<file path="src/rtl/ltpi_pkg.sv">
// Shared types for the LTPI PLL reconfiguration sequencer.
package ltpi_pkg;

    localparam int PLL_CFG_W = 3;

    typedef enum logic [2:0] {
        IDLE,
        ISSUE,
        WAIT_DONE,
        WAIT_LOCK,
        FAIL,
        SUCCESS
    } pll_reconfig_state_t;

endpackage

</file>
<file path="src/rtl/pll_lock_filter.sv">
// Two-flop synchronizer for the asynchronous PLL lock, followed by a
// qualifier that requires LOCK_STABLE consecutive high cycles.
module pll_lock_filter #(
    parameter int LOCK_STABLE = 16
) (
    input  logic mgmt_clk,
    input  logic reset_n,
    input  logic pll_locked,
    input  logic clear,
    output logic lock_ok
);

    localparam int SW = $clog2(LOCK_STABLE + 1);
    localparam logic [SW-1:0] STABLE_MAX = SW'(LOCK_STABLE);

    logic          sync1_q;
    logic          sync2_q;
    logic [SW-1:0] stable_q;
    logic [SW-1:0] stable_d;

    always_ff @(posedge mgmt_clk or negedge reset_n) begin
        if (!reset_n) begin
            sync1_q  <= 1'b0;
            sync2_q  <= 1'b0;
            stable_q <= '0;
        end else begin
            sync1_q  <= pll_locked;
            sync2_q  <= sync1_q;
            stable_q <= stable_d;
        end
    end

    // Any low sample restarts qualification; saturate once qualified.
    always_comb begin
        stable_d = stable_q;
        if (clear || !sync2_q) begin
            stable_d = '0;
        end else if (stable_q != STABLE_MAX) begin
            stable_d = stable_q + 1'b1;
        end
    end

    assign lock_ok = (stable_q == STABLE_MAX);

endmodule

</file>
<file path="src/rtl/pll_reconfig_ctrl.sv">
// Sequencer driving the m10_pll_top reconfiguration port for link training.
// Build option: define PLL_RECONFIG_CTRL_RETRY_EN to retry failed attempts.
module pll_reconfig_ctrl
    import ltpi_pkg::*;
#(
    parameter int DONE_TIMEOUT = 1024,
    parameter int LOCK_TIMEOUT = 4096,
    parameter int LOCK_STABLE  = 16,
    parameter int MAX_RETRY    = 2
) (
    input  logic                 mgmt_clk,
    input  logic                 reset_n,
    input  logic                 req_valid,
    input  logic [PLL_CFG_W-1:0] req_config,
    output logic                 req_ready,
    output logic [PLL_CFG_W-1:0] mgmt_clk_configuration,
    output logic                 mgmt_clk_reconfig,
    input  logic                 mgmt_clk_configuration_done,
    input  logic                 pll_locked,
    output logic                 busy,
    output logic                 done,
    output logic                 error,
    output logic [PLL_CFG_W-1:0] current_config,
    output logic [1:0]           retry_cnt
);

`ifdef PLL_RECONFIG_CTRL_RETRY_EN
    localparam bit RETRY_EN = 1'b1;
`else
    localparam bit RETRY_EN = 1'b0;
`endif

    localparam int TMAX  = (DONE_TIMEOUT > LOCK_TIMEOUT) ? DONE_TIMEOUT : LOCK_TIMEOUT;
    localparam int CNT_W = $clog2(TMAX + 1);
    localparam logic [CNT_W-1:0] DONE_LAST = CNT_W'(DONE_TIMEOUT - 1);
    localparam logic [CNT_W-1:0] LOCK_LAST = CNT_W'(LOCK_TIMEOUT - 1);
    localparam logic [1:0]       RETRY_MAX = 2'(MAX_RETRY);

    pll_reconfig_state_t  state_q, state_d;
    logic [PLL_CFG_W-1:0] cfg_q, cfg_d;
    logic [PLL_CFG_W-1:0] cur_q, cur_d;
    logic [CNT_W-1:0]     tmo_q, tmo_d;
    logic [1:0]           retry_q, retry_d;
    logic                 reconfig_q, reconfig_d;
    logic                 busy_q, busy_d;
    logic                 done_q, done_d;
    logic                 error_q, error_d;
    logic                 lock_ok;
    logic                 retry_avail;

    pll_lock_filter #(
        .LOCK_STABLE (LOCK_STABLE)
    ) u_lock_filter (
        .mgmt_clk   (mgmt_clk),
        .reset_n    (reset_n),
        .pll_locked (pll_locked),
        .clear      (state_q == ISSUE),
        .lock_ok    (lock_ok)
    );

    assign retry_avail = RETRY_EN && (retry_q < RETRY_MAX);

    always_ff @(posedge mgmt_clk or negedge reset_n) begin
        if (!reset_n) begin
            state_q    <= IDLE;
            cfg_q      <= '0;
            cur_q      <= '0;
            tmo_q      <= '0;
            retry_q    <= '0;
            reconfig_q <= 1'b0;
            busy_q     <= 1'b0;
            done_q     <= 1'b0;
            error_q    <= 1'b0;
        end else begin
            state_q    <= state_d;
            cfg_q      <= cfg_d;
            cur_q      <= cur_d;
            tmo_q      <= tmo_d;
            retry_q    <= retry_d;
            reconfig_q <= reconfig_d;
            busy_q     <= busy_d;
            done_q     <= done_d;
            error_q    <= error_d;
        end
    end

    always_comb begin
        state_d    = state_q;
        cfg_d      = cfg_q;
        cur_d      = cur_q;
        tmo_d      = tmo_q;
        retry_d    = retry_q;
        reconfig_d = 1'b0;
        busy_d     = busy_q;
        done_d     = 1'b0;
        error_d    = error_q;
        unique case (state_q)
            IDLE: begin
                if (req_valid) begin
                    cfg_d   = req_config;
                    error_d = 1'b0;
                    retry_d = '0;
                    busy_d  = 1'b1;
                    state_d = ISSUE;
                end
            end
            ISSUE: begin
                reconfig_d = 1'b1;
                tmo_d      = '0;
                state_d    = WAIT_DONE;
            end
            // Done on the timeout cycle is still a success.
            WAIT_DONE: begin
                if (mgmt_clk_configuration_done) begin
                    tmo_d   = '0;
                    state_d = WAIT_LOCK;
                end else if (tmo_q == DONE_LAST) begin
                    state_d = FAIL;
                end else if (tmo_q != '1) begin
                    tmo_d = tmo_q + 1'b1;
                end
            end
            WAIT_LOCK: begin
                if (lock_ok) begin
                    state_d = SUCCESS;
                end else if (tmo_q == LOCK_LAST) begin
                    state_d = FAIL;
                end else if (tmo_q != '1) begin
                    tmo_d = tmo_q + 1'b1;
                end
            end
            SUCCESS: begin
                done_d  = 1'b1;
                cur_d   = cfg_q;
                busy_d  = 1'b0;
                state_d = IDLE;
            end
            FAIL: begin
                if (retry_avail) begin
                    retry_d = retry_q + 1'b1;
                    state_d = ISSUE;
                end else begin
                    error_d = 1'b1;
                    done_d  = 1'b1;
                    busy_d  = 1'b0;
                    state_d = IDLE;
                end
            end
            default: state_d = IDLE;
        endcase
    end

    assign req_ready              = (state_q == IDLE);
    assign mgmt_clk_configuration = cfg_q;
    assign mgmt_clk_reconfig      = reconfig_q;
    assign busy                   = busy_q;
    assign done                   = done_q;
    assign error                  = error_q;
    assign current_config         = cur_q;
    assign retry_cnt              = RETRY_EN ? retry_q : 2'b00;

endmodule

</file>
<file path="config.mk">
export PLATFORM = sky130hd
export DESIGN_NAME = pll_reconfig_ctrl
export DESIGN_NICKNAME = d
export VERILOG_FILES = /design/src/rtl/ltpi_pkg.sv /design/src/rtl/pll_lock_filter.sv /design/src/rtl/pll_reconfig_ctrl.sv
export SDC_FILE = /design/constraint.sdc
export NUM_CORES = 1
export LEC_CHECK = 0
export BUFFER_PORTS_ARGS = -buffer_cell sky130_fd_sc_hd__buf_2
export CELL_PAD_IN_SITES_DETAIL_PLACEMENT = 1
export CELL_PAD_IN_SITES_GLOBAL_PLACEMENT = 2
export CORE_MARGIN = 2
export CORE_UTILIZATION = 41
export DETAILED_ROUTE_END_ITERATION = 6
export HOLD_SLACK_MARGIN = 0.15
export PLACE_DENSITY = 0.86
export SLEW_MARGIN = 30
export SYNTH_ARGS = -nofsm -noshare
export SYNTH_HDL_FRONTEND = slang
export SYNTH_SLANG_ARGS = --single-unit
</file>
<file path="constraint.sdc">
create_clock -name mgmt_clk -period 3.3 [get_ports mgmt_clk]
set_input_delay 0.495 -clock mgmt_clk [delete_from_list [all_inputs] [get_ports mgmt_clk]]
set_output_delay 0.495 -clock mgmt_clk [all_outputs]
set_load 0.03 [all_outputs]
</file>
==> results of run 1 <==
flip-flops by register name, summed over array words and instances (netlist names):
signal                  flops
busy                        1
current_config              3
done                        1
error                       1
mgmt_clk_configuration      3
mgmt_clk_reconfig           1
state_q                     3
tmo_q                      13
u_lock_filter.stable_q      5
u_lock_filter.sync1_q       1
u_lock_filter.sync2_q       1
worst paths after layout:
kind / startpoint / to / slack (ns)
worst max-delay path: tmo_q[0] / tmo_q[4] / 0.87
worst min-delay path: reset_n / tmo_q[2] / 0.26
worst max register to register: tmo_q[0] / tmo_q[4] / 0.87
worst min register to register: u_lock_filter.sync1_q / u_lock_filter.sync2_q / 0.35
max in group asynchronous: reset_n / state_q[0] / 2.58
min in group mgmt_clk: pll_locked / u_lock_filter.sync1_q / 0.31
kinds of logic (layout without fill, tap and decap cells):
| group | count (synthesis) | after routing | synth area share, % |
|---|---|---|---|
| xor+xnor | 4 | 4 | 1.94 |
| flops | 33 | 33 | 45.6 |
| compound gates | 42 | 42 | 18.2 |
| other cells | 1 | 2 | 0.207 |
| fa+ha+maj | 3 | 3 | 2.07 |
| mux | 7 | 7 | 4.29 |
| simple gates | 58 | 58 | 21.5 |
| buf+inv | 17 | 35 | 6.15 |
power breakdown:
part           leakage [nW]  internal (mW)  switching [mW]  total (mW)
Sequential            0.429          0.508           0.102       0.611
Clock                0.0450          0.146           0.150       0.296
Combinational         0.361          0.258           0.465       0.723
Total                 0.835          0.912           0.718        1.63
area by class of cell:
| type | count | share of cell area [%] |
|---|---|---|
| clock inverter | 2 | 0.507 |
| clock buffer | 6 | 3.68 |
| sequential | 33 | 41.9 |
| inverter | 9 | 1.71 |
| timing repair buffer | 18 | 4.57 |
| tap | 52 | 3.30 |
| multi-input combinational | 116 | 44.4 |
metrics by stage:
stage	power, mW	utilization [%]
final	1.63	45.9
after global routing	1.75	45.9
after CTS	1.66	45.9
after detailed placement	1.35	44.0
after global placement	1.31	44.0
after floorplan	1.22	-
synth_stat cells (2+ instances only):
cell type  instances  area, sq um
o41ai_1            3         26.3
nand3_1            9         45.0
and4_1             2         17.5
ha_1               3         37.5
or4_1              7         52.6
inv_1              9         33.8
a21oi_2            4         35.0
buf_4              2         15.0
buf_6              4         45.0
o21ai_0            3         15.0
xnor2_1            2         17.5
mux2_2             6         67.6
nor2_1             5         18.8
a2111o_1           2         22.5
a211oi_1           3         22.5
nor2b_1            2         12.5
a21oi_1           11         55.1
dfrtp_1           33          826
xor2_1             2         17.5
nor3_1             6         30.0
nand4_1            2         12.5
nand2_1            8         30.0
o31ai_1            7         52.6
critical path, delay by kind of cell, from the launching register on:
family          cells  cell delay [ns]
fa+ha+maj           1             0.24
compound gates      3             0.90
simple gates        2             0.82
flops               1             0.39
layer usage:
layer / up-vias / global-route usage (%)
li1: 653 / -
met1: 698 / 21.3
met2: 28 / 30.8
met3: 6 / 5.34
met4: 0 / 6.41
met5: - / 0
==> impl_metrics.csv, run 1 <==
group,metric,value,unit
outcome,status,"finished clean",
route,drt_iter0_markers,29,
power_and_ir_drop,p_per_area,826,mW/mm^2
logic_synthesis,synth_area_per_cell,11.0,sq um
logic_synthesis,synth-edff-count,0,
cts,clk_pin_slew_worst_paths,0.07,ns
cts,htree_num_levels,2,
final_layout,multi_input_area,876,sq um
sta,setup_ws,0.868,ns
sta,finalHoldViolations,0,
setup_path,setup.worst_path.class,"flop to flop",
sta,rsz0062_at_grt,"no",
route,ant_nets,0,
final_layout,fillers,498,
setup_path,critPathMaxFanout,16,
final_layout,final_area,0.00197,sq mm
global_routing,grt_pass1_vias,1412,
cts,ctsRootBufferMaster,"clkbuf_8",
global_routing,grt-ovfl-total,0,
final_layout,final_cell_mix,"dfrtp_1 (33), buf_2 (18), a21oi_1 (11)",
floorplan,rows,24,
cts,cts_setup_buffers,0,
final_layout,layout-drive-gt1-share,26.6,%
route,viasPerCell,5.87,
route,route.vias.total,1385,
placed_design,port_buffers,18,
final_layout,fin_nets,194,
cts,post_cts_resized,0,
setup_path,crit_required,3.51,ns
run,max_cap_violations,0,
power_and_ir_drop,peakVddDrop,327,uV
cts,worst_skew_pair.late_latency,0.29,ns
global_routing,grt_max_degree,34,
cts,numCtsBuffers,5,
placed_design,gp_congestion,0.788,
global_routing,grt_pass1_wl,6900,um
setup_path,path_cells,"ha_1 -> nand4_2 -> o41a_4 -> nor3_2 -> o31ai_1 -> a21oi_1",
sta,tightest_slew,0.810,ns
final_layout,num_antenna_cells,0,
final_layout,syn2layout_area_growth,9.06,%
min_path,hold_class,"primary input to async pin",
logic_synthesis,ys_ff_latch,33,
sta,fin_setup_tns,0,ns
logic_synthesis,yosys.cell_types.count,53,
sta,fmax,411,MHz
route,firstDrtPassIters,4,
floorplan,die_w,70.4,um
sta,slew_headroom,45.7,%
logic_synthesis,syn_inst,165,
placed_design,hpwl,2980,um
logic_synthesis,synth_seq_area_share,45.6,%
final_layout,stdcell_count,236,
global_routing,antenna_found_initial,0,
sta,slew_viol_final,0,
logic_synthesis,yosysWarnings,0,
final_layout,final_common_cell,"dfrtp_1",
logic_synthesis,async_flop_share,100,%
cts,ctsLongestPathBuffers,2,
sta,fin_crit_sh,73.7,%
global_routing,grt_use_total,18.0,%
route,top_layer,"met4",
floorplan,boundaryPins,21,
cts,clkSinkCount,33,
route,met2WireLength,2100,um
sta,min_period,2.43,ns
setup_path,worstRegToRegCells,6,
floorplan,die_h,70.4,um
final_layout,register_area,826,sq um
setup_path,critPathLaunchType,"flop",
route,wl_met1,1650,um
route,drcViolationCount,0,
logic_synthesis,netlist_area,0.00181,sq mm
route,wl,3970,um
cts,postCtsHoldBufs,0,
placed_design,preCtsSetupSlack,0.859,ns
route,met3_length,152,um
power_and_ir_drop,power.leakage,0.835,nW
floorplan,die-area,0.00496,sq mm
setup_path,max_stage_delay,0.63,ns
sta,finalClockSkew,0.00483,ns
sta,setup_viol,0,
placed_design,placed_cell_area,0.00189,sq mm
floorplan,core,0.00429,sq mm
floorplan,initial_core_util,42.1,%
setup_path,cp.arrival,2.64,ns
setup_path,slowest_stage,"nor3_2",
logic_synthesis,synth-main-ff-cell,"dfrtp_1",
setup_path,crit_path_end_kind,"flop",
sta,holdWs,0.264,ns
placed_design,dp.cells,228,
route,route.detailed.wl_per_inst,16.8,um
cts,cts_tree,"yes",
No activity file was read; power rests on OpenSTA's default activity.
==> run 2: changes to the inputs <==
Settings changed: CORE_UTILIZATION 41 to 38, PLACE_DENSITY 0.86 to 0.81.
Clock period 3.3 ns to 2.3 ns, I/O delays scaled along.
==> impl_metrics.csv, run 2 (synthesis gave the netlist of run 1 again) <==
group,metric,value,unit
global_routing,antenna_found_initial,0,
sta,finalHoldViolations,0,
final_layout,layout-drive-gt1-share,33.5,%
sta,slew_viol_final,0,
final_layout,num_antenna_cells,0,
final_layout,fin_util,45.4,%
sta,setup_viol,0,
route,route.vias.total,1438,
cts,clkSinkCount,33,
cts,ctsLongestPathBuffers,2,
cts,htree_num_levels,2,
floorplan,rows,25,
setup_path,setup.worst_path.class,"flop to flop",
floorplan,core,0.00466,sq mm
power_and_ir_drop,peakVddDrop,644,uV
cts,cts_tree,"yes",
sta,rsz0062_at_grt,"yes",
power_and_ir_drop,power,2.48,mW
setup_path,worstRegToRegCells,8,
cts,clk_pin_slew_worst_paths,0.07,ns
cts,worst_skew_pair.late_latency,0.29,ns
sta,holdWs,0.288,ns
setup_path,cp.arrival,2.43,ns
floorplan,boundaryPins,21,
route,ant_nets,0,
setup_path,crit_path_end_kind,"flop",
placed_design,gp_congestion,0.878,
floorplan,initial_core_util,38.8,%
power_and_ir_drop,power.leakage,0.911,nW
setup_path,crit_path_end,"tmo_q[9]",
sta,fmax,452,MHz
global_routing,grt_pass1_wl,7420,um
floorplan,die_h,73,um
global_routing,grt_pass1_vias,1496,
final_layout,final_cell_mix,"dfrtp_1 (33), buf_2 (18), buf_4 (12)",
setup_path,ff2ff_setup_slack,0.09,ns
route,drt_iter0_markers,43,
global_routing,grt_use_total,18.3,%
global_routing,grt-ovfl-total,0,
outcome,status,"finished clean",
run,max_cap_violations,0,
global_routing,grt_max_degree,34,
cts,numCtsBuffers,5,
setup_path,startpoint,"u_lock_filter.stable_q[0]",
sta,finalClockSkew,0.00654,ns
floorplan,die_w,73,um
setup_path,r2r-start,"u_lock_filter.stable_q[0]",
power_and_ir_drop,p_per_area,1170,mW/mm^2
sta,tightest_slew,0.743,ns
sta,fin_crit_sh,96.3,%
final_layout,final_common_cell,"dfrtp_1",
route,viasPerCell,5.73,
final_layout,largest_reg_flops,13,
placed_design,hpwl,3210,um
final_layout,fin_nets,209,
final_layout,syn2layout_area_growth,16.9,%
route,firstDrtPassIters,4,
route,drcViolationCount,0,
placed_design,port_buffers,18,
final_layout,final_area,0.00212,sq mm
sta,min_period,2.21,ns
placed_design,placed_cell_area,0.00199,sq mm
sta,slew_headroom,50.5,%
final_layout,regMostFlops,"tmo_q",
min_path,hold_class,"primary input to flop",
setup_path,r2r-end,"tmo_q[9]",
cts,ctsRootBufferMaster,"clkbuf_8",
final_layout,largest_registers,"tmo_q: 13 flops, u_lock_filter.stable_q: 5 flops",
setup_path,critPathLaunchType,"flop",
route,route.detailed.wl_per_inst,16.9,um
setup_path,crit_required,2.51,ns
setup_path,critPathMaxFanout,16,
floorplan,die-area,0.00533,sq mm
route,wl,4240,um
## run 2: power breakdown
part | switching, mW | total [mW] | internal, mW
combinational | 0.749 | 1.23 | 0.478
clock | 0.206 | 0.405 | 0.199
sequential | 0.124 | 0.854 | 0.730
## run 2: how the worst min path moves through the flow
stage                          startpoint                   endpoint  slack (ns)  cells after the start
floorplan                         reset_n                       busy        0.05                      0
global placement    u_lock_filter.sync1_q      u_lock_filter.sync2_q        0.34                      0
detailed placement  u_lock_filter.sync1_q      u_lock_filter.sync2_q        0.35                      0
CTS                         req_config[0]  mgmt_clk_configuration[0]        0.28                      2
global route                req_config[0]  mgmt_clk_configuration[0]        0.29                      2
finish                      req_config[0]  mgmt_clk_configuration[0]        0.29                      2
## run 2: worst max-delay path, stage by stage (launching register included)
cell and delay (ns):
dfrtp_1 0.37, inv_1 0.08, ha_1 0.19, and4bb_2 0.26, and3b_2 0.31, nor3_2 0.06
buf_4 0.18, or4_1 0.53, a21oi_2 0.15
## run 2: area by class of cell
type                       count  area [sq um]
clock buffer                   5          68.8
clock inverter                 1          5.00
fill                         504          2540
inverter                       9          33.8
multi-input combinational    116           895
sequential                    33           826
tap                           54          67.6
timing repair buffer          33           220
## run 2: timing repair
item                       CTS  global route
setup buffers                0             2
hold buffers                 2             0
hold endpoints to repair    34             0
resized for setup            0             5
setup endpoints to repair    0             8
## run 2: through the flow
stage	instances	worst slack (ns)	setup TNS, ns
detailed placement	241	0.0801	0
CTS	249	0.0651	0
global placement	241	0.185	0
floorplan	166	0.191	0
finish	251	0.0859	0
global route	251	-0.0143	-0.0195
## run 2: per-layer routing
metal  global-route usage [%]  vias to the layer above  routed length [um]
met2                     29.7                       25                2150
met5                        0                        -                   0
met4                     6.38                        0                  64
li1                         -                      682                   -
met3                     4.56                        6                 134
met1                     23.8                      725                1890
